File: config.mk
export PLATFORM = sky130hd
export DESIGN_NAME = sram_port_arbiter_flat
export DESIGN_NICKNAME = d
export VERILOG_FILES = /design/src/rtl/sram_port_arbiter_pkg.sv /design/src/rtl/sram_port_arbiter_if.sv /design/src/rtl/sram_port_arbiter_req_slot.sv /design/src/rtl/sram_port_arbiter.sv /design/src/flat_wrapper.sv
export SDC_FILE = /design/constraint.sdc
export NUM_CORES = 1
export LEC_CHECK = 0
export BUFFER_PORTS_ARGS = -buffer_cell sky130_fd_sc_hd__buf_4
export CORE_ASPECT_RATIO = 0.5
export CORE_MARGIN = 3
export CORE_UTILIZATION = 50
export DETAILED_ROUTE_END_ITERATION = 8
export PLACE_DENSITY = 0.94
export SLEW_MARGIN = 40
export SYNTH_ARGS = -nofsm -noshare
export SYNTH_HDL_FRONTEND = slang
export SYNTH_SLANG_ARGS = --single-unit
export TNS_END_PERCENT = 100
File: constraint.sdc
create_clock -name clk -period 5.35 [get_ports clk]
set_clock_uncertainty 0.15 [all_clocks]
set_input_delay 0.535 -clock clk [delete_from_list [all_inputs] [get_ports clk]]
set_output_delay 0.535 -clock clk [all_outputs]
set_load 0.005 [all_outputs]
File: src/rtl/sram_port_arbiter_pkg.sv
// Shared constants for the SRAM port arbiter: FSM state encoding and
// the owner tag that records which requester holds the bus.
package sram_port_arbiter_pkg;

  typedef enum logic [1:0] {
    ST_IDLE = 2'd0,
    ST_ADDR = 2'd1,
    ST_DATA = 2'd2
  } state_e;

  localparam logic OWNER_INST = 1'b0;
  localparam logic OWNER_DATA = 1'b1;

endpackage

File: src/rtl/sram_port_arbiter_if.sv
// SRAM-like bus between the arbiter (master) and the SoC bus bridge (slave).
interface sram_port_arbiter_if #(
  parameter int ADDR_W = 32,
  parameter int DATA_W = 32
);

  logic                mem_req;
  logic                mem_wr;
  logic [DATA_W/8-1:0] mem_sel;
  logic [ADDR_W-1:0]   mem_addr;
  logic [DATA_W-1:0]   mem_wdata;
  logic                mem_addr_ok;
  logic                mem_data_ok;
  logic [DATA_W-1:0]   mem_rdata;

  modport master (
    output mem_req, mem_wr, mem_sel, mem_addr, mem_wdata,
    input  mem_addr_ok, mem_data_ok, mem_rdata
  );

  modport slave (
    input  mem_req, mem_wr, mem_sel, mem_addr, mem_wdata,
    output mem_addr_ok, mem_data_ok, mem_rdata
  );

endinterface

File: src/rtl/sram_port_arbiter_req_slot.sv
// Per-requester completion slot: holds the done flag and the registered
// read data, and derives the requester's stall from registered state only.
module sram_req_slot #(
  parameter int DATA_W = 32
) (
  input  logic              clk,
  input  logic              rst,
  input  logic              req_i,
  input  logic              advance_i,
  input  logic              flush_i,
  input  logic              capture_i,
  input  logic              load_i,
  input  logic [DATA_W-1:0] rdata_i,
  output logic              done_o,
  output logic              stall_o,
  output logic [DATA_W-1:0] rdata_o
);

  logic              done_q, done_d;
  logic [DATA_W-1:0] rdata_q, rdata_d;

  // done survives until the whole pipeline moves on, so a held request is not re-issued
  always_comb begin
    done_d  = done_q;
    rdata_d = rdata_q;
    if (flush_i || advance_i) begin
      done_d = 1'b0;
    end else if (capture_i) begin
      done_d = 1'b1;
    end
    if (capture_i && load_i) begin
      rdata_d = rdata_i;
    end
  end

  always_ff @(posedge clk) begin
    if (rst) begin
      done_q  <= 1'b0;
      rdata_q <= '0;
    end else begin
      done_q  <= done_d;
      rdata_q <= rdata_d;
    end
  end

  assign done_o  = done_q;
  assign stall_o = req_i & ~done_q;
  assign rdata_o = rdata_q;

endmodule

File: src/rtl/sram_port_arbiter.sv
// Shares one SRAM-like bus port between instruction fetch and the mem stage,
// one transaction at a time, and produces the per-requester stalls.
module sram_port_arbiter
  import sram_port_arbiter_pkg::*;
#(
  parameter int ADDR_W = 32,
  parameter int DATA_W = 32
) (
  input  logic                clk,
  input  logic                rst,
  input  logic                inst_req,
  input  logic [ADDR_W-1:0]   inst_addr,
  output logic [DATA_W-1:0]   inst_rdata,
  output logic                inst_stall,
  input  logic                data_req,
  input  logic                data_wr,
  input  logic [DATA_W/8-1:0] data_sel,
  input  logic [ADDR_W-1:0]   data_addr,
  input  logic [DATA_W-1:0]   data_wdata,
  output logic [DATA_W-1:0]   data_rdata,
  output logic                data_stall,
  input  logic                ext_stall,
  input  logic                flush,
  sram_port_arbiter_if.master bus
);

  state_e              state_q, state_d;
  logic                owner_q, owner_d;
  logic                discard_q, discard_d;
  logic                mem_req_q, mem_req_d;
  logic                mem_wr_q, mem_wr_d;
  logic [DATA_W/8-1:0] mem_sel_q, mem_sel_d;
  logic [ADDR_W-1:0]   mem_addr_q, mem_addr_d;
  logic [DATA_W-1:0]   mem_wdata_q, mem_wdata_d;
  logic                inst_done, data_done;
  logic                advance;
  logic                resp_keep;

  assign advance = ~inst_stall & ~data_stall & ~ext_stall;

  // A response that races a flush belongs to a squashed instruction and is dropped
  assign resp_keep = (state_q == ST_DATA) && bus.mem_data_ok && !discard_q && !flush;

  sram_req_slot #(.DATA_W(DATA_W)) u_inst_slot (
    .clk       (clk),
    .rst       (rst),
    .req_i     (inst_req),
    .advance_i (advance),
    .flush_i   (flush),
    .capture_i (resp_keep && (owner_q == OWNER_INST)),
    .load_i    (1'b1),
    .rdata_i   (bus.mem_rdata),
    .done_o    (inst_done),
    .stall_o   (inst_stall),
    .rdata_o   (inst_rdata)
  );

  sram_req_slot #(.DATA_W(DATA_W)) u_data_slot (
    .clk       (clk),
    .rst       (rst),
    .req_i     (data_req),
    .advance_i (advance),
    .flush_i   (flush),
    .capture_i (resp_keep && (owner_q == OWNER_DATA)),
    .load_i    (~mem_wr_q),
    .rdata_i   (bus.mem_rdata),
    .done_o    (data_done),
    .stall_o   (data_stall),
    .rdata_o   (data_rdata)
  );

  // Data side wins arbitration because it belongs to the older instruction
  always_comb begin
    state_d     = state_q;
    owner_d     = owner_q;
    discard_d   = discard_q;
    mem_req_d   = mem_req_q;
    mem_wr_d    = mem_wr_q;
    mem_sel_d   = mem_sel_q;
    mem_addr_d  = mem_addr_q;
    mem_wdata_d = mem_wdata_q;
    if (flush && (state_q != ST_IDLE)) begin
      discard_d = 1'b1;
    end
    case (state_q)
      ST_IDLE: begin
        if (data_req && !data_done) begin
          owner_d     = OWNER_DATA;
          mem_wr_d    = data_wr;
          mem_sel_d   = data_sel;
          mem_addr_d  = data_addr;
          mem_wdata_d = data_wdata;
          mem_req_d   = 1'b1;
          state_d     = ST_ADDR;
        end else if (inst_req && !inst_done) begin
          owner_d     = OWNER_INST;
          mem_wr_d    = 1'b0;
          mem_sel_d   = '1;
          mem_addr_d  = inst_addr;
          mem_wdata_d = '0;
          mem_req_d   = 1'b1;
          state_d     = ST_ADDR;
        end
      end
      ST_ADDR: begin
        if (bus.mem_addr_ok) begin
          mem_req_d = 1'b0;
          state_d   = ST_DATA;
        end
      end
      ST_DATA: begin
        if (bus.mem_data_ok) begin
          discard_d = 1'b0;
          state_d   = ST_IDLE;
        end
      end
      default: state_d = ST_IDLE;
    endcase
  end

  always_ff @(posedge clk) begin
    if (rst) begin
      state_q     <= ST_IDLE;
      owner_q     <= OWNER_INST;
      discard_q   <= 1'b0;
      mem_req_q   <= 1'b0;
      mem_wr_q    <= 1'b0;
      mem_sel_q   <= '0;
      mem_addr_q  <= '0;
      mem_wdata_q <= '0;
    end else begin
      state_q     <= state_d;
      owner_q     <= owner_d;
      discard_q   <= discard_d;
      mem_req_q   <= mem_req_d;
      mem_wr_q    <= mem_wr_d;
      mem_sel_q   <= mem_sel_d;
      mem_addr_q  <= mem_addr_d;
      mem_wdata_q <= mem_wdata_d;
    end
  end

  assign bus.mem_req   = mem_req_q;
  assign bus.mem_wr    = mem_wr_q;
  assign bus.mem_sel   = mem_sel_q;
  assign bus.mem_addr  = mem_addr_q;
  assign bus.mem_wdata = mem_wdata_q;

endmodule

File: src/flat_wrapper.sv
// flat-port wrapper written by rule: the top's interface ports become plain ports
module sram_port_arbiter_flat import sram_port_arbiter_pkg::*;
#(
  parameter int ADDR_W = 32,
  parameter int DATA_W = 32
)
  (clk, rst, inst_req, inst_addr, inst_rdata, inst_stall, data_req, data_wr, data_sel, data_addr, data_wdata, data_rdata, data_stall, ext_stall, flush, bus_mem_req, bus_mem_wr, bus_mem_sel, bus_mem_addr, bus_mem_wdata, bus_mem_addr_ok, bus_mem_data_ok, bus_mem_rdata);
  sram_port_arbiter_if #(.ADDR_W(ADDR_W), .DATA_W(DATA_W)) bus_i ();
  input  logic clk;
  input  logic rst;
  input  logic inst_req;
  input  logic [ADDR_W-1:0] inst_addr;
  output logic [DATA_W-1:0] inst_rdata;
  output logic inst_stall;
  input  logic data_req;
  input  logic data_wr;
  input  logic [DATA_W/8-1:0] data_sel;
  input  logic [ADDR_W-1:0] data_addr;
  input  logic [DATA_W-1:0] data_wdata;
  output logic [DATA_W-1:0] data_rdata;
  output logic data_stall;
  input  logic ext_stall;
  input  logic flush;
  output wire logic [$bits(bus_i.mem_req)-1:0] bus_mem_req;
  output wire logic [$bits(bus_i.mem_wr)-1:0] bus_mem_wr;
  output wire logic [$bits(bus_i.mem_sel)-1:0] bus_mem_sel;
  output wire logic [$bits(bus_i.mem_addr)-1:0] bus_mem_addr;
  output wire logic [$bits(bus_i.mem_wdata)-1:0] bus_mem_wdata;
  input wire logic [$bits(bus_i.mem_addr_ok)-1:0] bus_mem_addr_ok;
  input wire logic [$bits(bus_i.mem_data_ok)-1:0] bus_mem_data_ok;
  input wire logic [$bits(bus_i.mem_rdata)-1:0] bus_mem_rdata;
  assign bus_mem_req = bus_i.mem_req;
  assign bus_mem_wr = bus_i.mem_wr;
  assign bus_mem_sel = bus_i.mem_sel;
  assign bus_mem_addr = bus_i.mem_addr;
  assign bus_mem_wdata = bus_i.mem_wdata;
  assign bus_i.mem_addr_ok = bus_mem_addr_ok;
  assign bus_i.mem_data_ok = bus_mem_data_ok;
  assign bus_i.mem_rdata = bus_mem_rdata;
  sram_port_arbiter #(.ADDR_W(ADDR_W), .DATA_W(DATA_W)) u_core (.clk(clk), .rst(rst), .inst_req(inst_req), .inst_addr(inst_addr), .inst_rdata(inst_rdata), .inst_stall(inst_stall), .data_req(data_req), .data_wr(data_wr), .data_sel(data_sel), .data_addr(data_addr), .data_wdata(data_wdata), .data_rdata(data_rdata), .data_stall(data_stall), .ext_stall(ext_stall), .flush(flush), .bus(bus_i));
endmodule
Word level (Yosys, flattened, before mapping)
Index checks and enable logic that the tools add are counted.

Flip-flop bits (word level): 140. Input bits: 141. Output and inout bits: 136. Logic and storage cells: 71.

Eq/ne operators: 5. Muxes and demuxes: 21. Bitwise operators: 11. Reductions and logical operators: 22.

Operators by type and width (count): 32-bit 2-to-1 mux (4); 1-bit logical AND (9); 1-bit 2-to-1 mux (9); 2-bit 2-to-1 mux (4); 4-bit 2-to-1 mux (2); 1-bit NOT (7); 2-bit case mux with 3 select lines (1); 3-bit AND reduction (2); 2-bit nonzero test (3); 1-bit bitwise AND (4); 1-bit logical NOT (4); 2-bit inequality test (second input constant) (2); 3-bit by 1-bit inequality test with 1-bit output (second input constant) (1); 2-bit by 1-bit == test with 1-bit output (second input constant) (1); 2-bit == test (second input constant) (1); 2-bit logical NOT (1); 1-bit case mux with 2 select lines (1); 2-bit AND reduction (1); 2-bit OR reduction (1); 1-bit logical OR (1).

Longest topological paths before layout
Gate-level depths: netlist of run 1.

Word-level depth: 7. Mapped depth: 7. Gate-level depth less buffers: 4.

Hierarchy
A second synthesis of run 1 with hierarchy kept.

Cell total of the unflattened synthesis: 643. Area total of the unflattened synthesis: 6386.1 um^2.

Modules (own cells, without submodules): sram_port_arbiter (instances 1, cells each 343, area each 3250.6 um^2, sequential area each 1481.4 um^2); sram_req_slot (instances 2, cells each 150, area each 1567.8 um^2, sequential area each 660.6 um^2).

Worst setup path before layout of run 1
OpenSTA, ideal clock, no wires.

Path kind: input-to-reg. From: in flush. To: reg u_core.u_inst_slot.rdata_q[11], in the netlist u_core.u_inst_slot.rdata_o[11]. Setup time: 0.120 ns. Arrival: 1.842 ns. Required time: 5.080 ns. Setup slack: 3.239 ns. Stages: 5. Path buffers: 2. Cell sequence: or4b_4 > or3b_1 > buf_6 > buf_6 > mux2i_1.

Longest elaborated chain between the ends: 3.

Ends and longest elaborated chain: start, declared (RTL line flat_wrapper.sv:23) `input logic flush;`; 1-bit logical NOT (RTL line sram_port_arbiter.sv:42) `assign resp_keep = (state_q == ST_DATA) && bus.mem_data_ok && !discard_q && !flush;`; 1-bit logical AND (RTL line sram_port_arbiter.sv:42); 1-bit logical AND (RTL line sram_port_arbiter.sv:50) `.capture_i (resp_keep && (owner_q == OWNER_INST)),`; end signal, assigned (RTL line sram_port_arbiter_req_slot.sv:42) `rdata_q <= rdata_d;`; end, declared (RTL line sram_port_arbiter_req_slot.sv:20) `logic [DATA_W-1:0] rdata_q, rdata_d;`.

No other way between the ends. A chain may end at the register's enable or synchronous reset.

Final worst setup path of run 1
From: reg u_core.u_inst_slot.done_q, in the netlist u_core.u_inst_slot.done_o. To: out inst_stall.

Longest elaborated chain between the ends: 2.

Ends and longest elaborated chain: start, declared (RTL line sram_port_arbiter_req_slot.sv:19) `logic done_q, done_d;`; start signal, assigned (RTL line sram_port_arbiter_req_slot.sv:41) `done_q <= done_d;`; 1-bit NOT (RTL line sram_port_arbiter_req_slot.sv:47) `assign stall_o = req_i & ~done_q;`; 1-bit bitwise AND (RTL line sram_port_arbiter_req_slot.sv:47); end, declared (RTL line flat_wrapper.sv:14) `output logic inst_stall;`.

No other way between the ends.

==> results of run 1 <==
state kept, by name, summed over array words and instances, names as in the netlist:
register and flops:
u_core.bus.mem_addr 32, u_core.bus.mem_wdata 32, u_core.u_data_slot.rdata_o 32, u_core.u_inst_slot.rdata_o 32, u_core.bus.mem_sel 4, u_core.state_q 2
u_core.bus.mem_req 1, u_core.bus.mem_wr 1, u_core.discard_q 1, u_core.owner_q 1, u_core.u_data_slot.done_o 1, u_core.u_inst_slot.done_o 1
final timing paths:
kind,end,cells after the start,slack (ns)
min reg2reg,u_core.bus.mem_sel[1],2,0.30
min,u_core.bus.mem_wdata[11],2,0.18
max,inst_stall,4,3.14
max reg2reg,u_core.u_inst_slot.rdata_o[20],4,3.20
kinds of logic (layout without fill, tap and decap cells):
family | count (synthesis) | after routing | share of synthesized area (%)
compound gates | 85 | 85 | 12.47
simple gates | 212 | 212 | 16.77
flops | 140 | 140 | 49.10
buf+inv | 61 | 323 | 4.822
mux | 96 | 96 | 16.83
cell type report:
class,count,area share [%]
Tap cell,140,2.095
Multi-Input combinational cell,393,31.76
Inverter,7,0.3740
Timing Repair Buffer,284,25.64
Clock buffer,17,5.087
Sequential cell,140,33.51
Clock inverter,15,1.526
Yosys cell counts, drive strengths merged:
library cell    n
nor4            1
a31o            1
or4b            1
a32o           33
o31ai           4
nor2b          32
nor2            4
nor3            3
mux2i          96
clkbuf         35
dfxtp         140
or3             1
nand2         131
or3b            1
or2             1
a2111oi         1
nor3b           1
buf            19
nand3b          1
nand2b          3
o221a           3
o211ai         33
o21ai           1
a21boi          1
inv             7
a21oi           8
nand3          32
per-stage QoR:
step	setup WS, ns	power, uW
after floorplan	3.239	1296
after global placement	2.345	1477
after detailed placement	2.815	1489
after CTS	3.140	2590
after global routing	3.058	2671
final	3.138	2577
power by group through the flow:
stage,clock [uW],sequential [uW],combinational (uW)
floorplan,0,1140,151
global placement,0,1140,333
detailed placement,0,1150,343
CTS,1120,1120,346
global route,1170,1130,372
finish,1110,1130,345
metal layers:
layer / track usage, % / vias to the layer above
met5: 0 / -
met4: 12.55 / 0
met3: 5.789 / 55
met2: 47.22 / 204
met1: 27.34 / 2480
li1: - / 2587
==> run_results.csv, run 1 <==
group,metric,value,unit
clock_tree,h-tree-depth,4,
placed_design,place_hpwl,11830,um
hold_path,min_from,"data_wdata[11]",
layout,mostFrequentLayoutCells,"buf_4, dfxtp_1, nand2_1, mux2i_1",
layout,final_cell_area,8363,um^2
timing,setup_viol,0,
routing,drc,0,
timing,finalCritPeriodShare,41.35,%
clock_tree,cts_root_buffer,"clkbuf_16",
routing,viasPerCell,5.347,
worst_setup_path,crit_path_frequent_cell,"buf_4",
timing,fin_setup_tns,0,ns
placed_design,postPlaceCellArea,7810,um^2
timing,rsz0062_at_grt,"no",
power,peakVddDrop,218.2,uV
clock_tree,cts_num_sinks,140,
synthesis,ys_ff_latch,140,
layout,fill_cells,701,
layout,drive_above_1_share,38.32,%
layout,seq_area,2803,um^2
clock_tree,post_cts_resized,0,
synthesis,yosysSeqAreaShare,49.10,%
floorplanning,die-area,12810,um^2
timing,hold_viol,0,
synthesis,syn_area,5708,um^2
worst_setup_path,r2r_start,"u_core.state_q[0]",
worst_setup_path,crit_required,4.66,ns
routing,wl_met2,8950,um
worst_setup_path,crit_family,"buffers and inverters",
timing,worstMarginPinSlew,0.7446,ns
synthesis,synth.distinct_cells,31,
power,switching_share,26.74,%
routing,wl_met1,6464,um
floorplanning,start_util,53.49,%
floorplanning,die_w,157.1,um
placed_design,dpl.cell_count,964,
grt,grt_pass1_vias,5242,
worst_setup_path,path_buf_inv,3,
worst_setup_path,path_class,"flop to primary output",
timing,slew_violations,0,
placed_design,gp_congestion,0.7983,
routing,dr.pass1.iters,5,
synthesis,netlist_instances,594,
clock_tree,path_clk_slew,0.06,ns
worst_setup_path,cp_cell_sequence,"nand2b_1 -> buf_4 -> inv_1 -> buf_4",
worst_setup_path,crit_slowest_cell,"dfxtp_1",
grt,grt_max_degree,87,
routing,drt-total-wl,17040,um
worst_setup_path,startpoint,"u_core.u_inst_slot.done_o",
clock_tree,cts_tree,"yes",
worst_setup_path,worst-path-max-fanout,34,
power,p_per_area,308.2,nW/um^2
clock_tree,cts_setup_buffers,0,
routing,wl_per_cell,17.11,um
floorplanning,core_area,10670,um^2
grt,grt_pass1_wl,25720,um
clock_tree,clockBufferDepth,2,
outcome,status,"finished clean",
synthesis,syn_nets,735,
floorplanning,ios,277,
power,seq_power_share,43.7,%
clock_tree,clk_latency,0.41,ns
power,comb_power_share,13.4,%
layout,diodes,0,
power,leakage,0.003868,uW
layout,multi_input_area,2656,um^2
grt,grt_use_total,25.23,%
layout,stdcell_count,996,
floorplanning,row_count,26,
power,intPower,1888,uW
floorplanning,dieHeight,81.55,um
timing,min_period,2.212,ns
power,p_sw,689.1,uW
worst_setup_path,critPathMaxStageDelay,0.33,ns
clock_tree,ctsHoldBuffers,0,
synthesis,avgSynthCellArea,9.609,um^2
worst_setup_path,cp-start-kind,"flop",
flow_run,drv_cap,0,
layout,final_core_util,78.38,%
grt,overflow,0,
routing,dr.max_layer_used,"met4",
timing,whs,0.1798,ns
synthesis,synth_area_leaders,"dfxtp_1, mux2i_1, nand2_1",
routing,route.met3.wl,983,um
layout,syn2layout_area_growth,46.51,%
routing,num_vias,5326,
synthesis,synth_top_area_share,49.10,%
routing,ant_nets,0,
layout,finalNetCount,984,
worst_setup_path,arrival,1.53,ns
clock_tree,cts_made_buffers,17,
timing,slew_headroom,50.36,%
hold_path,hold_path_class,"primary input to flop",
grt,grt_antenna_before_repair,0,
synthesis,yosysTopAreaCell,"dfxtp_1",
routing,drt_iter0_drc,368,
layout,final_common_cell,"buf_4",
synthesis,ys_warn_count,0,
timing,fmax,0.4521,GHz
power,clockPowerShare,42.9,%
worst_setup_path,worstSetupEndpointType,"primary output",
placed_design,port_buffers,276,
Power figures use the tool's default switching activity.
==> run 2: changes to the inputs <==
- CORE_UTILIZATION: 50 -> 46
- PLACE_DENSITY: 0.94 -> 0.88
- clock period: 5.35 -> 2.15 ns (I/O delays scaled with it)
==> run 2 against run 1 <==
Combinational power increased to 3.3 times the previous value. Register-to-register slack got worse by 3.1 ns. Flip-flop and latch count did not move. Critical path type is now primary input to flop. Critical endpoint is now u_core.u_inst_slot.rdata_o[11].
==> run_results.csv, run 2 (synthesized netlist as in run 1, its figures left out) <==
group,metric,value,unit
outcome,status,"finished clean",
floorplanning,start_util,47.78,%
clock_tree,cts_tree,"yes",
layout,finalNetCount,1122,
grt,grt_max_degree,63,
layout,diodes,0,
routing,wl_met2,10970,um
layout,syn2layout_area_growth,72.31,%
worst_setup_path,cp-start-kind,"primary input",
clock_tree,path_clk_slew,0.06,ns
flow_run,drv_cap,0,
grt,grt_use_total,28.61,%
grt,grt_antenna_before_repair,0,
floorplanning,die_w,163.5,um
worst_setup_path,worst-path-max-fanout,13,
power,p_per_area,691.2,nW/um^2
clock_tree,cts_made_buffers,17,
layout,seq_area,2803,um^2
power,seq_power_share,41.2,%
floorplanning,core_area,11950,um^2
worst_setup_path,path_class,"primary input to flop",
routing,dr.pass1.iters,5,
routing,num_vias,6217,
timing,slew_headroom,61.51,%
timing,slew_violations,0,
timing,min_period,2.131,ns
routing,drt-total-wl,20880,um
clock_tree,clockBufferDepth,2,
clock_tree,cts_num_sinks,140,
clock_tree,clk_latency,0.40,ns
floorplanning,die-area,13860,um^2
power,clockPowerShare,42.2,%
floorplanning,dieHeight,84.77,um
power,comb_power_share,16.6,%
routing,viasPerCell,5.364,
clock_tree,cts_setup_buffers,0,
grt,grt_pass1_wl,32150,um
power,p_sw,1789,uW
worst_setup_path,crit_required,2.29,ns
layout,drive_above_1_share,34.00,%
power,leakage,0.004487,uW
timing,whs,0.005665,ns
routing,ant_nets,0,
timing,fmax,0.4693,GHz
layout,mostFrequentLayoutCells,"buf_4, dfxtp_1, nand2_1, dlygate4sd3_1, mux2i_1",
worst_setup_path,worstSetupEndpointType,"flop",
clock_tree,h-tree-depth,4,
routing,drt_iter0_drc,448,
power,intPower,5009,uW
timing,setup_viol,0,
hold_path,hold_path_class,"primary input to flop",
timing,hold_viol,0,
placed_design,place_hpwl,11520,um
layout,multi_input_area,2658,um^2
placed_design,gp_congestion,0.7851,
routing,dr.max_layer_used,"met4",
power,switching_share,26.32,%
worst_setup_path,arrival,2.27,ns
routing,wl_per_cell,18.02,um
layout,final_common_cell,"buf_4",
routing,drc,0,
floorplanning,ios,277,
power,peakVddDrop,533.5,uV
power,power.total,6798,uW
timing,worstMarginPinSlew,0.5627,ns
grt,overflow,0,
grt,grt_pass1_vias,6500,
routing,route.met3.wl,1378,um
worst_setup_path,r2r_slack,0.06,ns
layout,fill_cells,639,
placed_design,port_buffers,276,
timing,finalCritPeriodShare,99.12,%
clock_tree,cts_root_buffer,"clkbuf_16",
floorplanning,row_count,28,
routing,wl_met1,7741,um
run 2: layout make-up:
cell class | count | area share [%]
clock buffers | 17 | 4.325
well taps | 165 | 2.099
repair buffers | 422 | 36.23
inverters | 7 | 0.2799
multi-input cells | 393 | 27.02
flip-flops and latches | 140 | 28.50
clock inverters | 15 | 1.552
run 2: stage by stage:
step / util (%) / worst slack (ns) / setup TNS (ns) / cell area, um^2 / instances
2_1_floorplan: - / 0.1411 / 0 / 5708 / 594
3_3_place_gp: 66.17 / 0.2396 / 0 / 7905 / 996
3_5_place_dp: 66.17 / 0.1796 / 0 / 7905 / 996
4_1_cts: 81.82 / 0.03314 / 0 / 9774 / 1157
5_1_grt: 82.33 / -0.01170 / -0.01170 / 9836 / 1159
6_report: 82.33 / 0.01900 / 0 / 9836 / 1159
run 2: repair_timing:
action | in CTS | in global routing
setup endpoints to repair | 0 | 23
hold buffers | 129 | 0
endpoints found under the hold margin | 135 | 0
resized for setup | 0 | 3
run 2: power groups by stage:
stage | Sequential (uW) | Combinational (uW) | Clock (uW)
4_1_cts | 2790 | 1080 | 2890
2_1_floorplan | 2850 | 377 | 0
3_3_place_gp | 2840 | 849 | 0
3_5_place_dp | 2850 | 870 | 0
6_report | 2800 | 1130 | 2870
5_1_grt | 2810 | 1200 | 3020
run 2: worst max-delay path: stages:
cell           delay [ns]
dlygate4sd3_1        0.56
buf_4                0.16
or4b_4               0.54
or3b_4               0.46
buf_12               0.18
mux2i_2              0.15
run 2: path summary, 6_finish.rpt:
kind	startpoint	to	depth (start not counted)
max reg2reg	u_core.u_data_slot.done_o	u_core.bus.mem_addr[22]	5
max	flush	u_core.u_inst_slot.rdata_o[11]	6
min	data_addr[28]	u_core.bus.mem_addr[28]	3
min reg2reg	u_core.u_data_slot.rdata_o[9]	u_core.u_data_slot.rdata_o[9]	2
run 2: metal layers:
metal | vias up | track usage [%]
met5 | - | 0
met3 | 74 | 7.196
li1 | 2864 | -
met2 | 311 | 52.74
met1 | 2968 | 30.69
met4 | 0 | 13.97
